`config.mk`:
```
export PLATFORM = sky130hd
export DESIGN_NAME = tse_phy_speed_poller
export DESIGN_NICKNAME = d
export VERILOG_FILES = /design/src/rtl/tse_phy_speed_poller.sv
export SDC_FILE = /design/constraint.sdc
export NUM_CORES = 1
export LEC_CHECK = 0
export ABC_AREA = 0
export ABC_CLOCK_PERIOD_IN_PS = 2750
export CAP_MARGIN = 20
export CORE_AREA = 3 3 91 71
export DETAILED_ROUTE_END_ITERATION = 10
export DIE_AREA = 0 0 94 74
export PLACE_DENSITY = 0.81
export SLEW_MARGIN = 20
export SYNTH_ARGS = -nofsm -noshare
export SYNTH_HDL_FRONTEND = slang
export SYNTH_SLANG_ARGS = --single-unit
```
`constraint.sdc`:
```
create_clock -name clk_clk -period 2.75 [get_ports clk_clk]
set_clock_uncertainty 0.05 [all_clocks]
set_input_delay 0.275 -clock clk_clk [delete_from_list [all_inputs] [get_ports clk_clk]]
set_output_delay 0.275 -clock clk_clk [all_outputs]
set_load 0.1 [all_outputs]
```
`src/rtl/tse_phy_speed_poller.sv`:
```
// tse_phy_speed_poller
//   Autonomous clause-22 MDIO master. It periodically reads the PHY-specific
//   status register of an 88E1111-style PHY, decodes the resolved link, speed
//   and duplex, and drives the TSE MAC status-connection inputs set_10 and
//   set_1000, so RGMII speed follows autonegotiation without CPU help.
//   It owns a dedicated MDIO pin set.
//
// Ports
//   clk_clk      single clock
//   reset_reset  synchronous, active-high reset (mdio_oen is also forced high
//                combinationally while it is asserted)
//   enable       allows polling
//   poll_now     one-cycle request to start a frame immediately
//   mdio_mdc     management clock, period 2*CLK_DIV clocks, low when idle
//   mdio_in      sampled MDIO pad
//   mdio_out     driven MDIO value
//   mdio_oen     active-low output enable (0 = drive)
//   set_10       to MAC status set_10
//   set_1000     to MAC status set_1000
//   link_up      PHY reports link
//   duplex_full  PHY reports full duplex
//   poll_done    one-cycle pulse at the end of every frame
//   rd_error     one-cycle pulse with poll_done when the frame was bad
//   err_cnt      saturating count of bad frames
module tse_phy_speed_poller #(
  parameter int         CLK_DIV       = 25,
  parameter logic [4:0] PHY_ADDR      = 5'd0,
  parameter logic [4:0] STATUS_REG    = 5'd17,
  parameter int         POLL_INTERVAL = 1000000
) (
  input  logic       clk_clk,
  input  logic       reset_reset,
  input  logic       enable,
  input  logic       poll_now,
  output logic       mdio_mdc,
  input  logic       mdio_in,
  output logic       mdio_out,
  output logic       mdio_oen,
  output logic       set_10,
  output logic       set_1000,
  output logic       link_up,
  output logic       duplex_full,
  output logic       poll_done,
  output logic       rd_error,
  output logic [7:0] err_cnt
);

  localparam int DIV_W = (CLK_DIV > 1) ? $clog2(CLK_DIV) : 1;
  localparam int TMR_W = $clog2(POLL_INTERVAL + 1);
  localparam logic [DIV_W-1:0] DIV_LAST = DIV_W'(CLK_DIV - 1);
  localparam logic [TMR_W-1:0] TMR_LOAD = TMR_W'(POLL_INTERVAL);
  // Frame bits 32..45: ST, OP (read), PHY address, register address.
  localparam logic [13:0] HDR = {2'b01, 2'b10, PHY_ADDR, STATUS_REG};

  typedef enum logic [1:0] {S_IDLE, S_SHIFT, S_UPDATE, S_WAIT} state_t;

  state_t           state, state_nxt;
  logic [DIV_W-1:0] div_cnt;
  logic [5:0]       bit_idx;
  logic [TMR_W-1:0] timer;
  logic [15:0]      rx_data;
  logic             ta_err;
  logic             mdc_q;
  logic             oen_q;

  logic div_wrap, mdc_rise, mdc_fall, last_fall, start_req;
  logic do_start, do_update, do_wait;

  // Value driven for a given frame bit: preamble ones, then the header,
  // then ones while the line is released.
  function automatic logic tx_bit(input logic [5:0] idx);
    if (idx < 6'd32)      return 1'b1;
    else if (idx < 6'd46) return HDR[4'd13 - idx[3:0]];
    else                  return 1'b1;
  endfunction

  // The master drives bits 0..45; from the first TA bit on the PHY owns the line.
  function automatic logic tx_drive(input logic [5:0] idx);
    return (idx < 6'd46);
  endfunction

  function automatic logic [7:0] sat_inc(input logic [7:0] v);
    return (v == 8'hFF) ? v : v + 8'd1;
  endfunction

  assign div_wrap  = (state == S_SHIFT) && (div_cnt == DIV_LAST);
  assign mdc_rise  = div_wrap && !mdc_q;
  assign mdc_fall  = div_wrap &&  mdc_q;
  assign last_fall = mdc_fall && (bit_idx == 6'd63);
  assign start_req = enable && ((timer == '0) || poll_now);

  assign mdio_mdc = mdc_q;
  // Release the pad in the same cycle reset is raised, not one clock later.
  assign mdio_oen = oen_q | reset_reset;

  always_ff @(posedge clk_clk) begin
    if (reset_reset) state <= S_IDLE;
    else             state <= state_nxt;
  end

  always_comb begin
    state_nxt = state;
    case (state)
      S_IDLE:   if (start_req) state_nxt = S_SHIFT;
      S_SHIFT:  if (last_fall) state_nxt = S_UPDATE;
      S_UPDATE: state_nxt = S_WAIT;
      // The timer reaches zero in the same clock the FSM returns to IDLE.
      S_WAIT:   if (poll_now || (timer <= TMR_W'(1))) state_nxt = S_IDLE;
      default:  state_nxt = S_IDLE;
    endcase
  end

  always_comb begin
    do_start  = 1'b0;
    do_update = 1'b0;
    do_wait   = 1'b0;
    case (state)
      S_IDLE:   do_start  = start_req;
      S_UPDATE: do_update = 1'b1;
      S_WAIT:   do_wait   = 1'b1;
      default:  ;
    endcase
  end

  always_ff @(posedge clk_clk) begin
    if (reset_reset) begin
      div_cnt     <= '0;
      bit_idx     <= '0;
      timer       <= '0;
      rx_data     <= '0;
      ta_err      <= 1'b0;
      mdc_q       <= 1'b0;
      oen_q       <= 1'b1;
      mdio_out    <= 1'b1;
      set_10      <= 1'b0;
      set_1000    <= 1'b0;
      link_up     <= 1'b0;
      duplex_full <= 1'b0;
      poll_done   <= 1'b0;
      rd_error    <= 1'b0;
      err_cnt     <= 8'd0;
    end else begin
      poll_done <= 1'b0;
      rd_error  <= 1'b0;

      // Frame start: bit 0 goes onto the line immediately, MDC starts low.
      if (do_start) begin
        div_cnt  <= '0;
        bit_idx  <= '0;
        mdc_q    <= 1'b0;
        ta_err   <= 1'b0;
        mdio_out <= tx_bit(6'd0);
        oen_q    <= ~tx_drive(6'd0);
      end

      // Shift: sample on MDC rise, advance and drive on MDC fall.
      if (state == S_SHIFT) begin
        if (div_wrap) begin
          div_cnt <= '0;
          mdc_q   <= ~mdc_q;
        end else begin
          div_cnt <= div_cnt + DIV_W'(1);
        end
        if (mdc_rise) begin
          if ((bit_idx == 6'd47) && mdio_in) ta_err <= 1'b1;
          if (bit_idx >= 6'd48) rx_data <= {rx_data[14:0], mdio_in};
        end
        if (mdc_fall) begin
          if (bit_idx == 6'd63) begin
            mdio_out <= 1'b1;
            oen_q    <= 1'b1;
          end else begin
            bit_idx  <= bit_idx + 6'd1;
            mdio_out <= tx_bit(bit_idx + 6'd1);
            oen_q    <= ~tx_drive(bit_idx + 6'd1);
          end
        end
      end

      // Update: the only place status outputs change.
      if (do_update) begin
        poll_done <= 1'b1;
        timer     <= TMR_LOAD;
        if (ta_err || (rx_data[11] && (rx_data[15:14] == 2'b11))) begin
          rd_error <= 1'b1;
          err_cnt  <= sat_inc(err_cnt);
        end else if (!rx_data[11]) begin
          // Speed/duplex not resolved: keep the last MAC speed.
          link_up     <= 1'b0;
          duplex_full <= 1'b0;
        end else begin
          link_up     <= rx_data[10];
          duplex_full <= rx_data[13];
          set_1000    <= (rx_data[15:14] == 2'b10);
          set_10      <= (rx_data[15:14] == 2'b00);
        end
      end

      // Wait: poll_now short-circuits the interval.
      if (do_wait) begin
        if (poll_now) timer <= '0;
        else          timer <= timer - TMR_W'(1);
      end
    end
  end

endmodule

```
==> results.sh, run 1 <==
export IMPL_die_area_sq_um=6960
export IMPL_drv_slew=0
export IMPL_cts_hold_fix_buffers=0
export IMPL_whs_endpoint="rx_data[15]$_SDFFE_PP0P_"
export IMPL_path_clk_slew_ns=0.08
export IMPL_seq_area_frac_synth=0.407
export IMPL_first_pass_iters=6
export IMPL_synth_top_area_share=0.407
export IMPL_die_h_microns=74
export IMPL_globalplace_congestion=0.885
export IMPL_vias=2947
export IMPL_final_cell_mix="dfxtp_1, nor2_1, a21oi_1"
export IMPL_diodes=0
export IMPL_final_fill_count=472
export IMPL_post_cts_setup_buffers=0
export IMPL_layout_commonest_cell="dfxtp_1"
export IMPL_status="completed"
export IMPL_grt_pass1_vias=2611
export IMPL_finalWorstSetupSlack_ns=0.252
export IMPL_clkSinkCount=67
export IMPL_postSynth_asyncResetShare=0
export IMPL_finalCritPeriodShare=0.908
export IMPL_cp_end_kind="flip-flop"
export IMPL_critPathMaxFanout=5
export IMPL_syn_area_per_cell_sq_um=8.49
export IMPL_htree_levels=3
export IMPL_whs_ns=0.352
export IMPL_reg2reg_to="div_cnt[0]$_SDFFE_PP0P_"
export IMPL_r2r_start="timer[1]$_SDFFE_PP0P_"
export IMPL_root_buffer="clkbuf_8"
export IMPL_grt_pass1_wl_mm=12.3
export IMPL_wire_per_inst_microns=14.5
export IMPL_row_count=24
export IMPL_antenna_found_initial=0
export IMPL_cts_inserted_buffers=9
export IMPL_clk_latency_ns=0.35
export IMPL_grt_max_degree=35
export IMPL_grt_util_all_layers=0.221
export IMPL_fmax_ghz=0.400
export IMPL_hold_violations=0
export IMPL_synth_area_sq_um=3290
export IMPL_worst_pin_slew_ns=0.793
export IMPL_vias_per_cell=6.01
export IMPL_synthCells=388
export IMPL_ant_nets=0
export IMPL_clockBufferDepth=2
export IMPL_period_minus_slack_ns=2.50
export IMPL_cp_required_ns=2.94
export IMPL_drcViolationCount=0
export IMPL_yosys_warnings=0
export IMPL_drt_initial_drc_count=214
export IMPL_drive_gt1_frac=0.121
export IMPL_crit_type="flip-flop to flip-flop"
export IMPL_coreArea_sq_um=5710
export IMPL_hp_class="input pin to flip-flop"
export IMPL_maxCapViolCount=0
export IMPL_syn_to_final_growth_pct=13.3
export IMPL_ff2ff_path_depth=7
export IMPL_finalSetupTns_ns=0
export IMPL_ioPinCount=22
export IMPL_hold_depth=2
export IMPL_synth_edff_count=0
export IMPL_hp_start="reset_reset"
export IMPL_dp_hpwl_mm=4.88
export IMPL_reg2reg_slack_ns=0.25
export IMPL_wl_mm=7.11
export IMPL_cts_tree="yes"
export IMPL_dp_cells=474
export IMPL_cp_arrival_ns=2.69
export IMPL_powerDensity_nw_per_um2=781
export IMPL_start_kind="flip-flop"
export IMPL_ir_worst_vdd_v=0.000328
export IMPL_fin_cells=490
export IMPL_synth_nets=406
export IMPL_post_place_ws_ns=0.292
export IMPL_worstSetupStartpoint="timer[1]$_SDFFE_PP0P_"
export IMPL_yosysTopAreaCell="dfxtp_1"
export IMPL_synth_cell_types=50
export IMPL_p_leak_uw=0.00148
export IMPL_port_buffers=21
export IMPL_ys_flop_type="dfxtp_1"
export IMPL_final_util=0.654
export IMPL_layout_nets=425
export IMPL_die_x_microns=94
export IMPL_relSlewSlack=0.466
export IMPL_start_util=0.577
export IMPL_rsz0062_at_grt="false"
export IMPL_setup_violations=0
export IMPL_grt_overflow=0
export IMPL_synth_area_leaders="dfxtp_1, nor2_1, mux2i_1"
export IMPL_ys_seq_elements=67
export IMPL_cts_resized=0
## sequential cells by signal (all words and copies together), names as in the netlist, 2 cells and up
register and flops:
div_cnt 5, rx_data 16, timer 20, err_cnt 8, state 2, bit_idx 6
## area by class of cell
| class | count | area [sq um] | area share |
|---|---|---|---|
| Sequential cell | 67 | 1340 | 0.359 |
| Clock buffer | 12 | 135 | 0.0362 |
| Multi-Input combinational cell | 289 | 1830 | 0.490 |
| Inverter | 14 | 52.6 | 0.0141 |
| Tap cell | 78 | 97.6 | 0.0261 |
| Clock inverter | 4 | 75.1 | 0.0201 |
| Timing Repair Buffer | 26 | 200 | 0.0536 |
## Yosys cell counts (2+ instances only)
library cell,n
dfxtp_1,67
nor2_1,54
a21oi_1,30
nand2_1,25
mux2i_1,18
clkbuf_1,17
o21ai_0,17
inv_1,14
nand3_1,14
ha_1,13
o211ai_1,12
nor3_1,11
a31oi_1,7
or3_1,7
a311oi_1,6
or2_2,6
nor2b_1,5
xnor2_1,5
xor2_1,5
a41oi_1,4
nand2b_1,4
nand4_1,4
nor4_1,4
or4_1,3
a211oi_1,2
a221oi_1,2
a22oi_1,2
and2_1,2
and3_1,2
nand4b_1,2
nor3b_1,2
o31ai_1,2
or3b_2,2
or4_4,2
## critical path: stages, from the launching register on
cell      delay (ns)
dfxtp_1         0.34
inv_1           0.08
ha_1            0.21
or3b_2          0.55
nor4_4          0.28
a31oi_1         0.21
o21bai_1        0.35
a2bb2o_1        0.32
## stage by stage
| stage | area, sq um | total power (uW) |
|---|---|---|
| final | 3730 | 2920 |
| after detailed placement | 3520 | 2020 |
| after CTS | 3730 | 2900 |
| after global routing | 3730 | 3080 |
| after floorplan | 3290 | 1830 |
| after global placement | 3520 | 2000 |
## worst max path at each step
stage,endpoint,slack (ns),cells after the start
finish,div_cnt[0]$_SDFFE_PP0P_,0.25,7
global route,div_cnt[0]$_SDFFE_PP0P_,0.07,7
CTS,div_cnt[0]$_SDFFE_PP0P_,0.29,7
detailed placement,div_cnt[0]$_SDFFE_PP0P_,0.29,7
global placement,div_cnt[0]$_SDFFE_PP0P_,0.38,7
floorplan,err_cnt[5]$_SDFFE_PP0P_,0.32,6
## cells by family after synthesis
kind of cell    count (synthesis)  share of synthesized area
compound gates                 93                      0.183
mux                            19                     0.0581
xor+xnor                       10                     0.0266
buf+inv                        32                     0.0369
simple gates                  154                      0.239
flops                          67                      0.407
fa+ha+maj                      13                     0.0494
## layer usage
layer	global-route usage	wire, microns	vias up
met3	0.0748	430	22
met4	0.0769	132	0
met1	0.296	3380	1373
met2	0.338	3170	107
met5	0	0	-
li1	-	-	1445
## where the power goes
group | switching [uW] | internal (uW) | total, uW
registers | 73.7 | 1050 | 1120
clock network | 370 | 512 | 882
logic | 580 | 334 | 914
total | 1020 | 1890 | 2920
(Power assumes the default switching activity.)
==> inputs of run 2 (changes only) <==
--- a/config.mk
+++ b/config.mk
@@ -5,12 +5,11 @@
 export SDC_FILE = /design/constraint.sdc
 export NUM_CORES = 1
 export LEC_CHECK = 0
-export ABC_AREA = 0
 export ABC_CLOCK_PERIOD_IN_PS = 2750
 export CAP_MARGIN = 20
-export CORE_AREA = 3 3 91 71
+export CORE_AREA = 2 2 90 70
 export DETAILED_ROUTE_END_ITERATION = 10
-export DIE_AREA = 0 0 94 74
+export DIE_AREA = 0 0 92 72
 export PLACE_DENSITY = 0.81
 export SLEW_MARGIN = 20
 export SYNTH_ARGS = -nofsm -noshare
==> run 2 against run 1 <==
Effect of this change:
- flip-flop and latch count unchanged
- cell count unchanged
- die area down 4.8%
- setup slack better by 0.017 ns
==> results.sh, run 2 (synthesis gave the netlist of run 1 again) <==
export IMPL_wire_per_inst_microns=14.3
export IMPL_grt_util_all_layers=0.224
export IMPL_maxCapViolCount=0
export IMPL_clk_latency_ns=0.35
export IMPL_die_x_microns=92
export IMPL_drv_slew=0
export IMPL_grt_pass1_vias=2658
export IMPL_setup_violations=0
export IMPL_dp_cells=474
export IMPL_finalSetupTns_ns=0
export IMPL_grt_max_degree=43
export IMPL_start_util=0.577
export IMPL_layout_nets=425
export IMPL_clkSinkCount=67
export IMPL_ff2ff_path_depth=7
export IMPL_grt_pass1_wl_mm=12.0
export IMPL_root_buffer="clkbuf_8"
export IMPL_powerDensity_nw_per_um2=791
export IMPL_cp_arrival_ns=2.67
export IMPL_period_minus_slack_ns=2.48
export IMPL_dp_hpwl_mm=4.68
export IMPL_reg2reg_to="div_cnt[0]$_SDFFE_PP0P_"
export IMPL_critPathMaxFanout=6
export IMPL_final_util=0.657
export IMPL_ioPinCount=22
export IMPL_hp_start="reset_reset"
export IMPL_status="completed"
export IMPL_hold_violations=0
export IMPL_cp_required_ns=2.94
export IMPL_first_pass_iters=5
export IMPL_cts_inserted_buffers=9
export IMPL_ir_worst_vdd_v=0.000444
export IMPL_reg2reg_slack_ns=0.27
export IMPL_path_clk_slew_ns=0.07
export IMPL_worst_pin_slew_ns=0.705
export IMPL_hp_class="input pin to flip-flop"
export IMPL_diodes=0
export IMPL_syn_to_final_growth_pct=13.8
export IMPL_final_cell_mix="dfxtp_1, nor2_1, a21oi_1"
export IMPL_p_leak_uw=0.00149
export IMPL_relSlewSlack=0.528
export IMPL_ant_nets=0
export IMPL_crit_type="flip-flop to flip-flop"
export IMPL_vias=2893
export IMPL_die_h_microns=72
export IMPL_die_area_sq_um=6620
export IMPL_drcViolationCount=0
export IMPL_antenna_found_initial=0
export IMPL_row_count=24
export IMPL_wl_mm=7.00
export IMPL_htree_levels=3
export IMPL_clockBufferDepth=2
export IMPL_fmax_ghz=0.403
export IMPL_reg_top3="timer x20, rx_data x16, err_cnt x8"
export IMPL_fin_cells=490
export IMPL_port_buffers=21
export IMPL_drive_gt1_frac=0.126
export IMPL_finalCritPeriodShare=0.902
export IMPL_grt_overflow=0
export IMPL_r2r_start="timer[0]$_SDFFE_PP0P_"
export IMPL_cts_hold_fix_buffers=0
export IMPL_start_kind="flip-flop"
export IMPL_largest_reg_flops=20
export IMPL_top_register="timer"
export IMPL_drt_initial_drc_count=244
export IMPL_rsz0062_at_grt="false"
export IMPL_coreArea_sq_um=5710
export IMPL_cts_resized=0
export IMPL_cts_tree="yes"
export IMPL_post_cts_setup_buffers=0
export IMPL_vias_per_cell=5.90
export IMPL_whs_endpoint="timer[6]$_SDFFE_PP0P_"
export IMPL_cp_end_kind="flip-flop"
export IMPL_hold_depth=2
export IMPL_layout_commonest_cell="dfxtp_1"
export IMPL_globalplace_congestion=0.893
run 2: per-stage QoR:
stage / setup WS [ns] / instance area [sq um] / power [uW] / hold WS, ns
2_1_floorplan: 0.325 / 3290 / 1830 / 0.304
3_3_place_gp: 0.383 / 3520 / 2000 / 0.395
3_5_place_dp: 0.293 / 3520 / 2030 / 0.401
4_1_cts: 0.273 / 3750 / 2970 / 0.294
5_1_grt: 0.0367 / 3750 / 3130 / 0.334
6_report: 0.269 / 3750 / 2960 / 0.312
run 2: where the power goes:
| part | leakage (uW) | switching [uW] | internal, uW |
|---|---|---|---|
| combinational | 0.000842 | 577 | 335 |
| clock | 0.000110 | 392 | 540 |
| sequential | 0.000541 | 75.1 | 1050 |
run 2: final cells by class:
cell class	count	area, sq um
multi-input cells	289	1830
repair buffers	26	200
well taps	78	97.6
inverters	14	52.6
clock buffers	11	141
clock inverters	5	85.1
flip-flops and latches	67	1340
fillers	487	1960
run 2: critical path, stage by stage, from the launching register on:
cell	delay [ns]
dfxtp_1	0.36
inv_1	0.07
ha_1	0.21
or3b_2	0.54
nor4_4	0.27
a31oi_1	0.20
o21bai_1	0.35
a2bb2o_1	0.32
run 2: worst max path at each step:
stage,start,end,slack [ns],cells past startpoint
after floorplan,err_cnt[0]$_SDFFE_PP0P_,err_cnt[5]$_SDFFE_PP0P_,0.32,6
after global placement,timer[0]$_SDFFE_PP0P_,div_cnt[0]$_SDFFE_PP0P_,0.38,7
after CTS,timer[0]$_SDFFE_PP0P_,div_cnt[0]$_SDFFE_PP0P_,0.27,7
after global routing,timer[4]$_SDFFE_PP0P_,state[0]$_SDFFE_PP0P_,0.04,5
final,timer[0]$_SDFFE_PP0P_,div_cnt[0]$_SDFFE_PP0P_,0.27,7
after detailed placement,timer[0]$_SDFFE_PP0P_,div_cnt[0]$_SDFFE_PP0P_,0.29,7
run 2: routing by layer:
layer / vias up / GRT usage / part of all wire
li1: 1445 / - / -
met1: 1339 / 0.296 / 0.46
met2: 99 / 0.344 / 0.46
met3: 10 / 0.0758 / 0.069
met4: 0 / 0.0862 / 0.0090
met5: - / 0 / 0
